==> src/rtl/mux_pkg.sv <==
// Shared definitions for the stream muxer and the stream splitter:
// packet type codes, default sync byte, FSM state and channel encodings.
package mux_pkg;

  localparam logic [7:0] TYPE_VID          = 8'h01;
  localparam logic [7:0] TYPE_MISC         = 8'h02;
  localparam logic [7:0] SYNC_BYTE_DEFAULT = 8'hA5;

  typedef enum logic [2:0] {
    StIdle,
    StSync,
    StType,
    StLen,
    StPayload,
    StCsum
  } mux_state_e;

  typedef enum logic {
    ChVid,
    ChMisc
  } chan_e;

  function automatic logic [7:0] type_byte(input chan_e ch);
    return (ch == ChMisc) ? TYPE_MISC : TYPE_VID;
  endfunction

endpackage

==> src/rtl/byte_fifo.sv <==
// Synchronous first-word-fall-through byte FIFO with occupancy count.
// DEPTH must be a power of two (pointers wrap naturally).
module byte_fifo #(
  parameter int unsigned DEPTH = 64,
  localparam int unsigned AddrW = $clog2(DEPTH),
  localparam int unsigned CntW  = $clog2(DEPTH) + 1
) (
  input  logic            clk,
  input  logic            rst,
  input  logic            wr_en,
  input  logic [7:0]      wr_data,
  input  logic            rd_en,
  output logic [7:0]      rd_data,
  output logic [CntW-1:0] count,
  output logic            full
);

  logic [7:0]       mem_q [DEPTH];
  logic [AddrW-1:0] wptr_q, rptr_q;
  logic [CntW-1:0]  count_q, count_d;
  logic             empty;
  logic             wr_ok, rd_ok;

  // Full/empty come from the registered count, so a write to a full FIFO is
  // dropped even if a read frees a slot in the same cycle.
  assign full    = (count_q == CntW'(DEPTH));
  assign empty   = (count_q == '0);
  assign wr_ok   = wr_en && !full;
  assign rd_ok   = rd_en && !empty;
  assign rd_data = mem_q[rptr_q];
  assign count   = count_q;

  always_comb begin
    count_d = count_q;
    if (wr_ok && !rd_ok) begin
      count_d = count_q + CntW'(1);
    end else if (rd_ok && !wr_ok) begin
      count_d = count_q - CntW'(1);
    end
  end

  always_ff @(posedge clk) begin
    if (rst) begin
      wptr_q  <= '0;
      rptr_q  <= '0;
      count_q <= '0;
    end else begin
      if (wr_ok) wptr_q <= wptr_q + AddrW'(1);
      if (rd_ok) rptr_q <= rptr_q + AddrW'(1);
      count_q <= count_d;
    end
  end

  always_ff @(posedge clk) begin
    if (wr_ok) mem_q[wptr_q] <= wr_data;
  end

endmodule

==> src/rtl/stream_muxer.sv <==
// Merges the video and misc byte channels into SYNC/TYPE/LEN/payload packets.
// Optional trailing XOR checksum byte when STREAM_MUXER_CHECKSUM_EN is defined.
module stream_muxer
  import mux_pkg::*;
#(
  parameter int unsigned FIFO_DEPTH = 64,
  parameter int unsigned PKT_LEN    = 32,
  parameter int unsigned TIMEOUT    = 64,
  parameter logic [7:0]  SYNC_BYTE  = SYNC_BYTE_DEFAULT
) (
  input  logic       clk,
  input  logic       rst,
  input  logic [7:0] vid_in,
  input  logic       vid_in_en,
  input  logic [7:0] misc_in,
  input  logic       misc_in_en,
  output logic [7:0] stream_data,
  output logic       stream_valid,
  input  logic       stream_ready,
  output logic       vid_ovf,
  output logic       misc_ovf
);

  localparam int unsigned CntW = $clog2(FIFO_DEPTH) + 1;
  localparam int unsigned TmrW = $clog2(TIMEOUT + 1);

  logic [CntW-1:0] vid_count, misc_count;
  logic [7:0]      vid_head, misc_head;
  logic            vid_full, misc_full;
  logic            vid_rd, misc_rd;

  byte_fifo #(
    .DEPTH (FIFO_DEPTH)
  ) u_vid_fifo (
    .clk     (clk),
    .rst     (rst),
    .wr_en   (vid_in_en),
    .wr_data (vid_in),
    .rd_en   (vid_rd),
    .rd_data (vid_head),
    .count   (vid_count),
    .full    (vid_full)
  );

  byte_fifo #(
    .DEPTH (FIFO_DEPTH)
  ) u_misc_fifo (
    .clk     (clk),
    .rst     (rst),
    .wr_en   (misc_in_en),
    .wr_data (misc_in),
    .rd_en   (misc_rd),
    .rd_data (misc_head),
    .count   (misc_count),
    .full    (misc_full)
  );

  // Sticky overflow flags
  logic vid_ovf_q, misc_ovf_q;

  always_ff @(posedge clk) begin
    if (rst) begin
      vid_ovf_q  <= 1'b0;
      misc_ovf_q <= 1'b0;
    end else begin
      if (vid_in_en && vid_full)   vid_ovf_q  <= 1'b1;
      if (misc_in_en && misc_full) misc_ovf_q <= 1'b1;
    end
  end

  assign vid_ovf  = vid_ovf_q;
  assign misc_ovf = misc_ovf_q;

  // Idle timers and eligibility
  logic [TmrW-1:0] vid_tmr_q, misc_tmr_q;
  logic            grant_vid, grant_misc;
  logic            vid_elig, misc_elig;

  always_ff @(posedge clk) begin
    if (rst) begin
      vid_tmr_q <= '0;
    end else if (vid_in_en || grant_vid) begin
      vid_tmr_q <= '0;
    end else if (vid_count != '0 && 32'(vid_tmr_q) < TIMEOUT) begin
      vid_tmr_q <= vid_tmr_q + TmrW'(1);
    end
  end

  always_ff @(posedge clk) begin
    if (rst) begin
      misc_tmr_q <= '0;
    end else if (misc_in_en || grant_misc) begin
      misc_tmr_q <= '0;
    end else if (misc_count != '0 && 32'(misc_tmr_q) < TIMEOUT) begin
      misc_tmr_q <= misc_tmr_q + TmrW'(1);
    end
  end

  assign vid_elig  = (32'(vid_count) >= PKT_LEN) ||
                     ((vid_count != '0) && (32'(vid_tmr_q) >= TIMEOUT));
  assign misc_elig = (32'(misc_count) >= PKT_LEN) ||
                     ((misc_count != '0) && (32'(misc_tmr_q) >= TIMEOUT));

  // Packet FSM
  mux_state_e state_q, state_d;
  chan_e      ch_q, ch_d;
  chan_e      ptr_q, ptr_d;   // channel preferred on the next tie
  logic [7:0] len_q, len_d;
  logic [7:0] rem_q, rem_d;
  logic [7:0] head_sel;
  logic [7:0] grant_len;
  chan_e      grant_ch;
  logic [CntW-1:0] grant_count;
`ifdef STREAM_MUXER_CHECKSUM_EN
  logic [7:0] csum_q, csum_d;
`endif

  assign head_sel    = (ch_q == ChVid) ? vid_head : misc_head;
  assign grant_ch    = (vid_elig && (!misc_elig || ptr_q == ChVid)) ? ChVid : ChMisc;
  assign grant_count = (grant_ch == ChVid) ? vid_count : misc_count;
  assign grant_len   = (32'(grant_count) >= PKT_LEN) ? 8'(PKT_LEN) : 8'(grant_count);

  always_comb begin
    state_d      = state_q;
    ch_d         = ch_q;
    ptr_d        = ptr_q;
    len_d        = len_q;
    rem_d        = rem_q;
    grant_vid    = 1'b0;
    grant_misc   = 1'b0;
    vid_rd       = 1'b0;
    misc_rd      = 1'b0;
    stream_valid = 1'b0;
    stream_data  = 8'h00;
`ifdef STREAM_MUXER_CHECKSUM_EN
    csum_d       = csum_q;
`endif

    unique case (state_q)
      StIdle: begin
        if (vid_elig || misc_elig) begin
          grant_vid  = (grant_ch == ChVid);
          grant_misc = (grant_ch == ChMisc);
          ch_d       = grant_ch;
          ptr_d      = (grant_ch == ChVid) ? ChMisc : ChVid;
          len_d      = grant_len;
          rem_d      = grant_len;
          state_d    = StSync;
`ifdef STREAM_MUXER_CHECKSUM_EN
          csum_d     = type_byte(grant_ch) ^ grant_len;
`endif
        end
      end
      StSync: begin
        stream_valid = 1'b1;
        stream_data  = SYNC_BYTE;
        if (stream_ready) state_d = StType;
      end
      StType: begin
        stream_valid = 1'b1;
        stream_data  = type_byte(ch_q);
        if (stream_ready) state_d = StLen;
      end
      StLen: begin
        stream_valid = 1'b1;
        stream_data  = len_q;
        if (stream_ready) state_d = StPayload;
      end
      StPayload: begin
        stream_valid = 1'b1;
        stream_data  = head_sel;
        if (stream_ready) begin
          vid_rd  = (ch_q == ChVid);
          misc_rd = (ch_q == ChMisc);
          rem_d   = rem_q - 8'd1;
`ifdef STREAM_MUXER_CHECKSUM_EN
          csum_d  = csum_q ^ head_sel;
          if (rem_q == 8'd1) state_d = StCsum;
`else
          if (rem_q == 8'd1) state_d = StIdle;
`endif
        end
      end
`ifdef STREAM_MUXER_CHECKSUM_EN
      StCsum: begin
        stream_valid = 1'b1;
        stream_data  = csum_q;
        if (stream_ready) state_d = StIdle;
      end
`endif
      default: state_d = StIdle;
    endcase
  end

  always_ff @(posedge clk) begin
    if (rst) begin
      state_q <= StIdle;
      ch_q    <= ChVid;
      ptr_q   <= ChVid;
      len_q   <= 8'h00;
      rem_q   <= 8'h00;
`ifdef STREAM_MUXER_CHECKSUM_EN
      csum_q  <= 8'h00;
`endif
    end else begin
      state_q <= state_d;
      ch_q    <= ch_d;
      ptr_q   <= ptr_d;
      len_q   <= len_d;
      rem_q   <= rem_d;
`ifdef STREAM_MUXER_CHECKSUM_EN
      csum_q  <= csum_d;
`endif
    end
  end

endmodule

==> config.mk <==
export PLATFORM = sky130hd
export DESIGN_NAME = stream_muxer
export DESIGN_NICKNAME = d
export VERILOG_FILES = /design/src/rtl/mux_pkg.sv /design/src/rtl/byte_fifo.sv /design/src/rtl/stream_muxer.sv
export SDC_FILE = /design/constraint.sdc
export NUM_CORES = 1
export LEC_CHECK = 0
export BUFFER_PORTS_ARGS = -buffer_cell sky130_fd_sc_hd__buf_2
export CORE_AREA = 4 4 249 312
export DETAILED_ROUTE_END_ITERATION = 16
export DIE_AREA = 0 0 253 316
export PLACE_DENSITY = 0.78
export SETUP_SLACK_MARGIN = 0.2
export SYNTH_ARGS = -nofsm -noshare
export SYNTH_HDL_FRONTEND = slang
export SYNTH_HIERARCHICAL = 1
export SYNTH_SLANG_ARGS = --single-unit
==> constraint.sdc <==
create_clock -name clk -period 5.15 [get_ports clk]
set_clock_uncertainty 0.1 [all_clocks]
set_input_delay 0.2575 -clock clk [delete_from_list [all_inputs] [get_ports clk]]
set_output_delay 0.2575 -clock clk [all_outputs]
set_load 0.02 [all_outputs]
==> results of run 1 <==
## worst register-to-register path: cells and delay by family, from the launching register on
kind / cells / cell delay [ns]
buf+inv: 2 / 0.31
flops: 1 / 0.58
simple gates: 5 / 1.48
fa+ha+maj: 2 / 0.51
compound gates: 4 / 0.85
## power by group through the flow
stage	logic (uW)	clock network (uW)	registers, uW
floorplan	1050	0	10300
global placement	1440	0	10400
detailed placement	1500	0	10400
CTS	1510	7160	10200
global route	1660	7560	10200
finish	1530	7050	10200
## final cells by class
cell class,instances,area [um2]
Sequential cell,1110,32500
Fill cell,4784,26100
Multi-Input combinational cell,1157,11100
Clock buffer,131,2690
Tap cell,969,1210
Timing Repair Buffer,65,455
Clock inverter,58,427
Inverter,18,67.6
## metrics by stage
| step | setup WS [ns] | power (uW) |
|---|---|---|
| final | 0.379 | 18800 |
| after global routing | 0.307 | 19400 |
| after CTS | 0.487 | 18900 |
| after detailed placement | 1.21 | 11900 |
| after global placement | 1.27 | 11800 |
| after floorplan | 1.97 | 11400 |
## flip-flops by register name, summed over array words and instances (netlist names), 7 cells and up, named ones only
| signal | count |
|---|---|
| len_q | 7 |
| misc_tmr_q | 7 |
| rem_q | 8 |
| u_misc_fifo/count | 7 |
| u_misc_fifo/mem_q | 512 |
| u_vid_fifo/count | 7 |
| u_vid_fifo/mem_q | 512 |
| vid_tmr_q | 7 |
## path summary, 6_finish.rpt
| path | to | cells past startpoint | start |
|---|---|---|---|
| max reg2reg | u_vid_fifo/count[5] | 13 | state_q[2] |
| min reg2reg | misc_ovf | 2 | misc_ovf |
| min | vid_ovf | 2 | rst |
| max | stream_data[6] | 8 | register |
## cells in the mapped netlist (all sizes together), types with 9 or more instances
cell / count
edfxtp: 1024
or3: 11
nor2: 219
a21oi: 52
and3: 9
ha: 22
mux4: 225
a22oi: 31
nor2b: 31
o221ai: 13
a221oi: 9
nor4: 16
xor2: 23
o22ai: 17
clkbuf: 42
nand2: 68
buf: 88
mux2i: 81
o21ai: 46
xnor2: 16
mux2: 31
nand3: 29
inv: 18
nand2b: 10
a211oi: 22
a2111oi: 10
dfxtp: 86
nor3: 34
nand4: 19
## routing by layer
layer | up-vias | global-route usage | routed length (um)
li1 | 9877 | - | -
met1 | 12000 | 0.318 | 34700
met2 | 1243 | 0.422 | 50400
met3 | 281 | 0.0387 | 8140
met4 | 0 | 0.123 | 5420
met5 | - | 0 | 0
## kinds of logic after synthesis
logic type / Yosys count / share of synthesized area
xor gates and xnor gates: 39 / 0.00768
AOI/OAI and AO/OA: 262 / 0.0412
muxes: 337 / 0.141
DFF: 1110 / 0.730
buffers and inverters: 148 / 0.0190
adders and majority gates: 24 / 0.00709
and+or+nand+nor: 495 / 0.0540
## repair_timing
item | CTS | global route
hold buffers | 3 | 0
hold endpoints to repair | 11 | 0
buffers inserted | 0 | 0
==> flow_metrics.py, run 1 <==
metrics = {
    "sta": {
        "report.final.hold_viol_count": 0,
        "finalHoldWorstSlack_ns": 0.0888,
        "min_period_over_period": 0.926,
        "slew_at_the_pin_closest_to_its_max_slew_limit_ns": 1.25,
        "setup_repair_after_global_routing_missed_its_margin": "no",
        "post-route-min-period_ns": 4.77,
        "fmaxAchievable_ghz": 0.210,
        "sum_of_negative_setup_slack_ns": 0,
        "setup-violations-final": 0,
        "final-max-slew-violation-count": 0,
        "worst_slew_margin_rel": 0.167,
    },
    "routing": {
        "vias_per_cell": 6.68,
        "via_count": 23400,
        "drt_drc_violations_left": 0,
        "drt_pass1_iterations": 6,
        "wire_per_inst_um": 28.1,
        "route.antenna.remaining_nets": 0,
        "wirelength_um": 98700,
        "dr.first_iter.drc_count": 2522,
    },
    "worst_setup_path": {
        "cp_data_required_time_ns": 4.79,
        "critical_path_at_ns": 4.41,
        "critical_path_cell_list": "buf_12, mux4_2, mux2i_1, a2111oi_0, o311a_1, mux2i_1, o21ai_0, buf_2",
        "worst-path-buf-inv": 2,
        "setup.worst_path.class": "register to primary output",
        "timing.critical_path.mode_cell": "sky130_fd_sc_hd__mux2i_1",
        "worst_path_largest_cell_delay_ns": 0.85,
        "critical_path_startpoint_category": "register",
        "cp-end-kind": "primary output",
        "r2r_setup_slack_ns": 1.21,
        "path_max_fanout": 38,
        "worst_path_dominant_cell_family": "compound AO/OA/AOI/OAI gates",
        "worst_path_cell_with_the_longest_stage_delay": "sky130_fd_sc_hd__a2111oi_0",
    },
    "grt": {
        "grt_usage": 0.249,
        "grt_pass1_vias": 23600,
        "globalRoute.totalOverflow": 0,
        "grt_max_degree": 65,
        "grt_antenna_before_repair": 0,
        "wire_length_of_the_first_global_routing_pass_um": 149000,
    },
    "placement": {
        "placed_cell_area_um2": 45300,
        "post-place-cells": 3316,
        "numPortBuffers": 31,
        "detailedPlacementHpwl_um": 61100,
        "gp_congestion": 0.932,
    },
    "floorplan": {
        "num_rows": 112,
        "die_height_um": 316,
        "placeableCoreArea_um2": 74600,
        "chipWidth_um": 253,
        "dieArea_um2": 79900,
        "floorplan.io_pins": 32,
        "initial_utilization": 0.596,
    },
    "synth": {
        "synth_area_leader_cell": "sky130_fd_sc_hd__edfxtp_1",
        "synth_edf_count": 1024,
        "synthDominantCellAreaShare": 0.692,
        "asyncSetResetFlopFracSynth": 0,
        "cell_area_after_synthesis_um2": 44500,
        "synth_nets": 2460,
        "ys_top_cells_by_area": "sky130_fd_sc_hd__edfxtp_1, sky130_fd_sc_hd__mux4_2, sky130_fd_sc_hd__dfxtp_1",
        "synth_area_per_cell_um2": 18.4,
        "ys_seq_area_frac": 0.730,
        "netlist_instances": 2415,
        "synth_cell_types": 82,
        "postSynthRegisterBits": 1110,
        "synth_flop_cell": "sky130_fd_sc_hd__edfxtp_1",
        "yosys_warnings": 6,
    },
    "hold_path": {
        "worstHoldPathType": "input pin to register",
    },
    "cells_and_area": {
        "fin_util": 0.650,
        "nets": 2497,
        "post_layout_nonfiller_instances": 3508,
        "finalInstanceArea_um2": 48500,
        "commonest_non_fill_non_tap_cells_in_the_layout": "sky130_fd_sc_hd__edfxtp_1, sky130_fd_sc_hd__nor2_1, sky130_fd_sc_hd__mux4_2",
        "layout.cells.most_common": "sky130_fd_sc_hd__edfxtp_1",
        "layout-drive-gt1-share": 0.194,
        "area.growth.synth_to_final_pct": 9.07,
        "diodes": 0,
    },
    "clock_tree": {
        "cts.clk_slew.worst_paths_ns": 0.06,
        "cts_tree": "done",
        "clk_latency_ns": 0.67,
        "cts-buffers-inserted": 100,
        "htree_levels": 3,
        "cts.sink_count": 1110,
        "quantity_of_gates_resized_following_cts": 0,
        "max-clock-path-buffers": 3,
        "ctsRootBufferMaster": "sky130_fd_sc_hd__clkbuf_16",
    },
    "power_and_ir_drop": {
        "vdd.ir_drop.worst_uv": 506,
        "static-leakage-power_uw": 0.0148,
        "power_switching_uw": 4400,
        "sequentialPowerShare": 0.543,
        "p_per_area_nw_per_um2": 388,
        "combPwrFrac": 0.081,
        "power.switching_fraction": 0.234,
        "clock_power_share": 0.375,
        "internal_power_uw": 14400,
    },
    "outcome": {
        "run_status": "completed",
    },
    "run": {
        "maxcap_viol_count": 0,
    },
}
(Power assumes the default switching activity.)
==> inputs of run 2 (changes only) <==
--- a/config.mk
+++ b/config.mk
@@ -6,10 +6,10 @@
 export NUM_CORES = 1
 export LEC_CHECK = 0
 export BUFFER_PORTS_ARGS = -buffer_cell sky130_fd_sc_hd__buf_2
-export CORE_AREA = 4 4 249 312
+export CORE_AREA = 4 4 324 406
 export DETAILED_ROUTE_END_ITERATION = 16
-export DIE_AREA = 0 0 253 316
-export PLACE_DENSITY = 0.78
+export DIE_AREA = 0 0 328 410
+export PLACE_DENSITY = 0.51
 export SETUP_SLACK_MARGIN = 0.2
 export SYNTH_ARGS = -nofsm -noshare
 export SYNTH_HDL_FRONTEND = slang
==> constraint.sdc (replaced) <==
create_clock -name clk -period 5.2 [get_ports clk]
set_clock_uncertainty 0.1 [all_clocks]
set_input_delay 0.26 -clock clk [delete_from_list [all_inputs] [get_ports clk]]
set_output_delay 0.26 -clock clk [all_outputs]
set_load 0.01 [all_outputs]
==> run 2 against run 1 <==
Clock-buffer cell count rose by 6. First-iteration DRC count shrank 19%. Non-clock buffer count rose by 20. Register-to-register slack gained 0.11 ns. Wire length grew 12%. Sequential share of layout area decreased by 2.4 points. Power increased by 5.5%. Global-route usage down 8.7 points. Clock power rose by 16%. Critical path depth stayed put. Critical path type unchanged. Critical endpoint is now stream_data[5].
==> flow_metrics.py, run 2 (synthesized netlist as in run 1, its figures left out) <==
metrics = {
    "grt": {
        "grt_usage": 0.163,
        "grt_pass1_vias": 23900,
        "globalRoute.totalOverflow": 0,
        "gr-usage-met3": 0.0205,
        "grt_use_met2": 0.287,
        "wire_length_of_the_first_global_routing_pass_um": 162000,
        "grt_util_met1": 0.209,
        "grt.busiest_layer": "met2",
        "grt_antenna_before_repair": 3,
        "grt_max_degree": 79,
    },
    "cells_and_area": {
        "post_layout_nonfiller_instances": 4286,
        "fillerInstances": 11500,
        "nets": 2524,
        "area.growth.synth_to_final_pct": 13.0,
        "layout-drive-gt1-share": 0.205,
        "commonest_non_fill_non_tap_cells_in_the_layout": "sky130_fd_sc_hd__edfxtp_1, sky130_fd_sc_hd__nor2_1, sky130_fd_sc_hd__mux4_2",
        "fin_util": 0.393,
        "biggestRegsByFlops": "u_misc_fifo/mem_q (512), u_vid_fifo/mem_q (512), rem_q (8)",
        "layout.cells.most_common": "sky130_fd_sc_hd__edfxtp_1",
    },
    "routing": {
        "via_count": 23000,
        "vias_per_cell": 5.37,
        "wire_per_inst_um": 25.7,
        "wirelength_um": 110000,
        "drt_pass1_iterations": 5,
        "dr.first_iter.drc_count": 2036,
        "drt_drc_violations_left": 0,
        "route.antenna.remaining_nets": 0,
    },
    "hold_path": {
        "whs_endpoint": "u_misc_fifo/mem_q[16][2]",
        "start_point_of_the_worst_hold_path": "misc_in[2]",
        "worstHoldPathType": "input pin to register",
        "worst_hold_depth": 2,
    },
    "clock_tree": {
        "cts.sink_count": 1110,
        "cts.clk_slew.worst_paths_ns": 0.06,
        "cts-buffers-inserted": 107,
        "cts_tree": "done",
        "clk_latency_ns": 0.71,
        "post-cts-setup-buffer-count": 0,
        "htree_levels": 3,
        "max-clock-path-buffers": 3,
        "ctsRootBufferMaster": "sky130_fd_sc_hd__clkbuf_16",
    },
    "worst_setup_path": {
        "critical_path_at_ns": 4.33,
        "worst_path_cell_with_the_longest_stage_delay": "sky130_fd_sc_hd__dfxtp_4",
        "worst-path-buf-inv": 1,
        "r2r_setup_slack_ns": 1.32,
        "worst_path_largest_cell_delay_ns": 0.91,
        "setup.worst_path.class": "register to primary output",
        "cp_data_required_time_ns": 4.84,
        "crit_cells": 8,
        "cp-end-kind": "primary output",
        "worst-r2r-cell-count": 13,
        "regToRegStartpoint": "state_q[2]",
        "critical_path_startpoint_category": "register",
        "worst_path_dominant_cell_family": "compound AO/OA/AOI/OAI gates",
        "path_max_fanout": 45,
        "critical_path_cell_list": "nand2b_1, a2111oi_1, or4b_1, a21oi_1, a221o_1, mux2i_1, o22ai_1, buf_2",
        "rr_endpoint": "u_vid_fifo/count[5]",
    },
    "floorplan": {
        "num_rows": 147,
        "chipWidth_um": 328,
        "die_height_um": 410,
        "dieArea_um2": 134000,
        "placeableCoreArea_um2": 128000,
        "floorplan.io_pins": 32,
        "initial_utilization": 0.348,
    },
    "sta": {
        "fmaxAchievable_ghz": 0.213,
        "setup_repair_after_global_routing_missed_its_margin": "no",
        "post-route-min-period_ns": 4.69,
        "final-max-slew-violation-count": 0,
        "setup-violations-final": 0,
        "report.final.hold_viol_count": 0,
        "min_period_over_period": 0.902,
        "slew_at_the_pin_closest_to_its_max_slew_limit_ns": 1.30,
        "worst_slew_margin_rel": 0.112,
        "sum_of_negative_setup_slack_ns": 0,
    },
    "power_and_ir_drop": {
        "totalPowerFinal_uw": 19800,
        "clock_power_share": 0.413,
        "power.switching_fraction": 0.232,
        "power_switching_uw": 4600,
        "sequentialPowerShare": 0.510,
        "internal_power_uw": 15200,
        "combPwrFrac": 0.077,
        "vdd.ir_drop.worst_uv": 319,
        "static-leakage-power_uw": 0.0151,
        "p_per_area_nw_per_um2": 395,
    },
    "run": {
        "maxcap_viol_count": 0,
    },
    "outcome": {
        "run_status": "completed",
    },
    "placement": {
        "post-place-cells": 4075,
        "numPortBuffers": 31,
        "gp_congestion": 0.806,
        "detailedPlacementHpwl_um": 68900,
    },
}
## run 2: changes by cell type in the layout (fill, tap and decap cells not counted), moves of 4 or more
| cell | before | now |
|---|---|---|
| sky130_fd_sc_hd__a2111oi_0 | 10 | 6 |
| sky130_fd_sc_hd__a2111oi_1 | 0 | 4 |
| sky130_fd_sc_hd__buf_4 | 28 | 41 |
| sky130_fd_sc_hd__bufinv_16 | 3 | 17 |
| sky130_fd_sc_hd__clkbuf_16 | 100 | 109 |
| sky130_fd_sc_hd__clkinv_1 | 17 | 9 |
| sky130_fd_sc_hd__clkinv_2 | 25 | 20 |
| sky130_fd_sc_hd__dlygate4sd3_1 | 3 | 8 |
## run 2: worst max path at each step
stage / slack (ns) / to / start
5_1_grt: 0.30 / stream_data[4] / register
3_5_place_dp: 0.96 / stream_data[5] / register
3_3_place_gp: 1.02 / stream_data[5] / register
6_report: 0.51 / stream_data[5] / register
4_1_cts: 0.36 / stream_data[7] / register
2_1_floorplan: 2.02 / u_vid_fifo/count[5] / state_q[1]
## run 2: through the flow
stage	cell area, um2	worst slack [ns]	hold WS [ns]
CTS	50200	0.358	0.107
finish	50200	0.511	0.123
detailed placement	46400	0.959	0.365
global route	50200	0.305	0.140
floorplan	44500	2.02	0.259
global placement	46400	1.02	0.356
## run 2: timing repair
action | 4_1_cts | 5_1_grt
endpoints found under the setup margin | 1 | 0
hold buffers | 8 | 0
gates resized for setup | 1 | 0
hold endpoints to repair | 65 | 0
## run 2: cell type report
class                      instances  area (um2)  area share
antenna                            3        7.51    0.000149
clock buffer                     137        2870      0.0572
clock inverter                    63         876      0.0174
inverter                          18        67.6     0.00134
multi-input combinational       1157       11100       0.222
sequential                      1110       32500       0.647
tap                             1713        2140      0.0427
timing repair buffer              85         643      0.0128
## run 2: power by group through the flow
stage          registers [uW]  clock network (uW)  logic (uW)
2_1_floorplan           10200                   0        1020
3_3_place_gp            10300                   0        1470
3_5_place_dp            10300                   0        1510
4_1_cts                 10100                8390        1530
5_1_grt                 10100                8770        1670
6_report                10100                8200        1520
## run 2: metal layers
metal	wire length (um)	vias to the layer above
li1	-	9917
met1	45700	12300
met2	56700	626
met3	4860	182
met4	2910	2
met5	13	-
